File: src/rtl/input_pkg.sv
// Shared types and constants for the input-side interrupt logic.
// Holds the handshake states and the bit positions in irq_source.
package input_pkg;

    typedef enum logic [1:0] {
        IDLE     = 2'd0,
        REQUEST  = 2'd1,
        ACK_WAIT = 2'd2
    } irq_state_t;

    localparam int IRQ_SRC_KEY    = 0;
    localparam int IRQ_SRC_SWITCH = 1;

endpackage

File: src/rtl/lockout_timer.sv
// Down-counting lockout window: start loads LENGTH-1, then it counts down to zero.
// busy is high while the count is nonzero; restarting while busy reloads the count.
module lockout_timer #(
    parameter int LENGTH = 5000000
) (
    input  logic clock,
    input  logic reset_n,
    input  logic start,
    output logic busy
);

    localparam int W = (LENGTH > 2) ? $clog2(LENGTH) : 1;
    localparam logic [W-1:0] LOAD_VALUE = W'(LENGTH - 1);
    localparam logic [W-1:0] ONE        = W'(1);

    logic [W-1:0] count;

    always_ff @(posedge clock or negedge reset_n) begin
        if (!reset_n) begin
            count <= '0;
        end else if (start) begin
            count <= LOAD_VALUE;
        end else if (count != '0) begin
            count <= count - ONE;
        end
    end

    assign busy = (count != '0);

endmodule

File: src/rtl/key_interrupt_controller.sv
// Debounced key and switch event capture, with sticky source flags and a
// four-phase irq_req/irq_ack handshake to the CPU.
//
// state    | meaning
// IDLE     | no request outstanding; waiting for a flag with irq_enable set
// REQUEST  | irq_req asserted; waiting for the CPU to acknowledge
// ACK_WAIT | flags cleared; waiting for the CPU to drop irq_ack
module key_interrupt_controller
    import input_pkg::*;
#(
    parameter int DEBOUNCE_CYCLES = 5000000,
    parameter int COUNT_WIDTH     = 8
) (
    input  logic                   clock,
    input  logic                   reset_n,
    input  logic                   key_pressed,
    input  logic                   switch_s2,
    input  logic                   irq_enable,
    input  logic                   irq_ack,
    output logic                   irq_req,
    output logic [1:0]             irq_source,
    output logic                   overrun,
    output logic [COUNT_WIDTH-1:0] key_count,
    output logic                   switch_state
);

    localparam logic [COUNT_WIDTH-1:0] COUNT_ONE = COUNT_WIDTH'(1);

    irq_state_t state;
    irq_state_t state_next;
    logic       req_next;
    logic       lockout_busy;
    logic       key_accept;
    logic       switch_event;
    logic       ack_clear;
    logic [1:0] source_next;
    logic       overrun_next;

    assign key_accept   = key_pressed & ~lockout_busy;
    assign switch_event = switch_s2 ^ switch_state;
    assign ack_clear    = (state == REQUEST) & irq_ack;

    lockout_timer #(
        .LENGTH (DEBOUNCE_CYCLES)
    ) u_lockout (
        .clock   (clock),
        .reset_n (reset_n),
        .start   (key_accept),
        .busy    (lockout_busy)
    );

    always_ff @(posedge clock or negedge reset_n) begin
        if (!reset_n) begin
            state   <= IDLE;
            irq_req <= 1'b0;
        end else begin
            state   <= state_next;
            irq_req <= req_next;
        end
    end

    always_comb begin
        state_next = state;
        case (state)
            IDLE:     if ((irq_source != 2'b00) && irq_enable) state_next = REQUEST;
            REQUEST:  if (irq_ack) state_next = ACK_WAIT;
            ACK_WAIT: if (!irq_ack) state_next = IDLE;
            default:  state_next = IDLE;
        endcase
    end

    // Registered request: decoded from the next state so it never glitches.
    always_comb begin
        req_next = (state_next == REQUEST);
    end

    // The ack clears first, so an event arriving in the ack cycle survives.
    always_comb begin
        source_next  = ack_clear ? 2'b00 : irq_source;
        overrun_next = ack_clear ? 1'b0 : overrun;
        if (key_accept) begin
            source_next[IRQ_SRC_KEY] = 1'b1;
            if (!ack_clear && irq_source[IRQ_SRC_KEY]) begin
                overrun_next = 1'b1;
            end
        end
        if (switch_event) begin
            source_next[IRQ_SRC_SWITCH] = 1'b1;
        end
    end

    always_ff @(posedge clock or negedge reset_n) begin
        if (!reset_n) begin
            irq_source   <= 2'b00;
            overrun      <= 1'b0;
            key_count    <= '0;
            switch_state <= 1'b0;
        end else begin
            irq_source   <= source_next;
            overrun      <= overrun_next;
            switch_state <= switch_s2;
            if (key_accept) begin
                key_count <= key_count + COUNT_ONE;
            end
        end
    end

endmodule

File: config.mk
export PLATFORM = sky130hd
export DESIGN_NAME = key_interrupt_controller
export DESIGN_NICKNAME = d
export VERILOG_FILES = /design/src/rtl/input_pkg.sv /design/src/rtl/lockout_timer.sv /design/src/rtl/key_interrupt_controller.sv
export SDC_FILE = /design/constraint.sdc
export NUM_CORES = 1
export LEC_CHECK = 0
export BUFFER_PORTS_ARGS = -buffer_cell sky130_fd_sc_hd__buf_2
export CAP_MARGIN = 10
export CORE_ASPECT_RATIO = 0.6
export CORE_MARGIN = 10
export CORE_UTILIZATION = 50
export DETAILED_ROUTE_END_ITERATION = 10
export PLACE_DENSITY = 0.72
export SYNTH_ARGS = -nofsm -noshare
export SYNTH_HDL_FRONTEND = slang
export SYNTH_SLANG_ARGS = --single-unit
File: constraint.sdc
create_clock -name clock -period 1.9 [get_ports clock]
set_input_delay 0.285 -clock clock [delete_from_list [all_inputs] [get_ports clock]]
set_output_delay 0.285 -clock clock [all_outputs]
set_load 0.01 [all_outputs]
==> out/results.ini <==
[run_status]
outcome=completed

[finish]
area_growth_pct=31.5
layout_common_cells=38 x dfrtp_1, 26 x buf_4, 18 x buf_2
final_common_cell=dfrtp_1
n_antenna_cell=0
fill_cells=249
final_nets=224
drive_gt1_frac=0.370

[setup_path]
timing_worst_setup_path_type=reg -> reg
worstRegToRegCells=7
startpoint_type=flip-flop
regToRegEndpoint=u_lockout.count[14]$_DFFE_PN0P_
end_kind=flip-flop
crit_chain=inv_2 -> ha_4 -> nor4b_4 -> and2_4 -> nand2_4 -> or3_4 -> mux2_4
crit_fanout=3
rr_startpoint=u_lockout.count[0]$_DFFE_PN0P_
worstPathRequired_ps=2070
cpPeakStageDelay_ps=400
slowest_stage=dfrtp_1
r2r_setup_slack_ps=10
arrival_ps=2060

[clock_tree]
htree_levels=2
cts_root_buf=clkbuf_8
cts-hold-fix-buffers=0
ctsLongestPathBuffers=2
clkSinkCount=38
tritoncts=yes
numCtsBuffers=5
clkLatencyLatePin_ps=290
clk_pin_slew_worst_paths_ps=80

[floorplan]
dieArea_sq_mm=0.00651
rows=16
core_sq_mm=0.00336
initial_utilization=0.539
fp.dieH_microns=66.6
die_x_microns=97.7
top_level_ports=19

[global_routing]
grt_pass1_vias=1507
grt_max_degree=39
grt_overflow_total=0
grt_first_pass_wirelength_mm=7.47
track_usage=0.146
antenna_found_initial=0

[timing]
layout_min_cycle_time_ps=1890
tightest_slew_ps=839
rsz0062_at_grt=yes
hold_violations=0
fin_ws_ps=10.5
skew_ps=10.4
report.final.slew_viol_count=0
fin_crit_sh=0.994
slew_headroom=0.441
max_freq_mhz=529
setup_violations=0

[route]
wl_per_cell_microns=18.2
viasPerCell=5.65
ant_nets=0
dr.first_iter.drc_count=113
firstDrtPassIters=4
drc=0
wl_mm=4.75
dr_total_vias=1475

[power]
pwr_density_cell_mw_per_mm2=713
ir_drop_uv=456
power_mw=1.70
p_leak_nw=1.14

[run]
drv_cap=0

[synth]
synth_area_sq_mm=0.00181
synth_ff_type=dfrtp_1
synth_cell_types=42
synth_edf_count=0
syn_area_per_cell_sq_um=10.8
syn_inst=168
seq_area_frac_synth=0.524
syn_nets=176
async_reset_ff_frac=1.00
ys_ff_latch=38
yosys_warnings=0

[placed_design]
place_ws_ps=-218
post-dp-hpwl_mm=3.26
portBuffers=18
gp_congestion=0.854

[hold_path]
min_path_type=in -> async

what timing repair did:
action / in CTS / in global routing
endpoints found under the setup margin: 24 / 19
buffers inserted: 0 / 6
pin swaps: 1 / 12
gates resized for setup: 9 / 20
kinds of logic (layout without fill, tap and decap cells):
kind of cell,after synthesis,after routing,synth area share
buffers and inverters,7,55,0.0173
XOR/XNOR,19,19,0.0918
AND/OR/NAND/NOR,79,79,0.259
multiplexers,5,5,0.0324
AO/OA/AOI/OAI,18,18,0.0607
adder cells (fa/ha/maj),2,2,0.0138
flip-flops,38,38,0.524
through the flow:
step / instances / area (sq um) / setup TNS, ps / hold WS, ps / utilization
global route: 261 / 2380 / -185 / 123 / 0.709
floorplan: 168 / 1810 / 0 / -10.6 / -
detailed placement: 248 / 2100 / -2350 / 422 / 0.625
CTS: 255 / 2240 / 0 / 120 / 0.666
global placement: 248 / 2100 / -496 / 413 / 0.625
finish: 261 / 2380 / 0 / 94.9 / 0.709
worst max-delay path by stage:
stage,from,to,cells past startpoint
3_3_place_gp,u_lockout.count[0]$_DFFE_PN0P_,u_lockout.count[14]$_DFFE_PN0P_,7
4_1_cts,u_lockout.count[13]$_DFFE_PN0P_,u_lockout.count[21]$_DFFE_PN0P_,5
5_1_grt,u_lockout.count[0]$_DFFE_PN0P_,u_lockout.count[14]$_DFFE_PN0P_,7
3_5_place_dp,u_lockout.count[0]$_DFFE_PN0P_,u_lockout.count[11]$_DFFE_PN0P_,8
6_report,u_lockout.count[0]$_DFFE_PN0P_,u_lockout.count[14]$_DFFE_PN0P_,7
2_1_floorplan,u_lockout.count[0]$_DFFE_PN0P_,u_lockout.count[14]$_DFFE_PN0P_,7
worst max-delay path, delay by kind of cell (launching register included):
kind          cells  cell delay [ps]
simple gates      4              840
buf+inv           1               80
flops             1              400
mux               1              300
fa+ha+maj         1              130
layer usage:
layer | track usage | vias up | part of all wire
met4 | 0.0523 | 0 | 0.014
met2 | 0.238 | 33 | 0.48
met3 | 0.0453 | 9 | 0.051
met5 | 0 | - | 0
met1 | 0.179 | 737 | 0.45
li1 | - | 696 | -
Yosys cell counts (2+ instances only):
library cell,count,share of area
dfrtp_1,38,0.52
nor2_1,15,0.031
nand2_1,13,0.027
xnor2_1,10,0.048
nor3_1,9,0.025
xor2_1,9,0.043
nand4_1,6,0.021
a21oi_1,5,0.014
nand3_1,5,0.014
a211oi_1,4,0.017
o21ai_0,4,0.011
or3_1,4,0.014
and2_1,3,0.010
and3_1,3,0.010
nand2b_1,3,0.010
nor4_1,3,0.010
nor4_2,3,0.021
and4_1,2,0.0097
clkbuf_1,2,0.0041
ha_1,2,0.014
inv_1,2,0.0041
mux2_1,2,0.012
nor4b_1,2,0.0097
where the power goes:
part           leakage [nW]  switching, mW  internal, mW  total, mW
sequential            0.488         0.0312         0.848      0.879
clock                0.0573          0.279         0.420      0.699
combinational         0.593         0.0674        0.0536      0.121
state kept, by name (all words and copies together), names as in the netlist:
register / flops
overrun: 1
irq_source: 2
switch_state: 1
state: 2
key_count: 8
irq_req: 1
u_lockout.count: 23
final cells by class:
| type | count | area, sq um | share of cell area |
|---|---|---|---|
| inverters | 2 | 7.51 | 0.00315 |
| repair buffers | 46 | 308 | 0.129 |
| clock buffers | 6 | 82.6 | 0.0346 |
| flip-flops and latches | 38 | 951 | 0.399 |
| multi-input cells | 123 | 948 | 0.398 |
| clock inverters | 1 | 30.0 | 0.0126 |
| well taps | 45 | 56.3 | 0.0236 |
No activity file was read; power rests on OpenSTA's default activity.
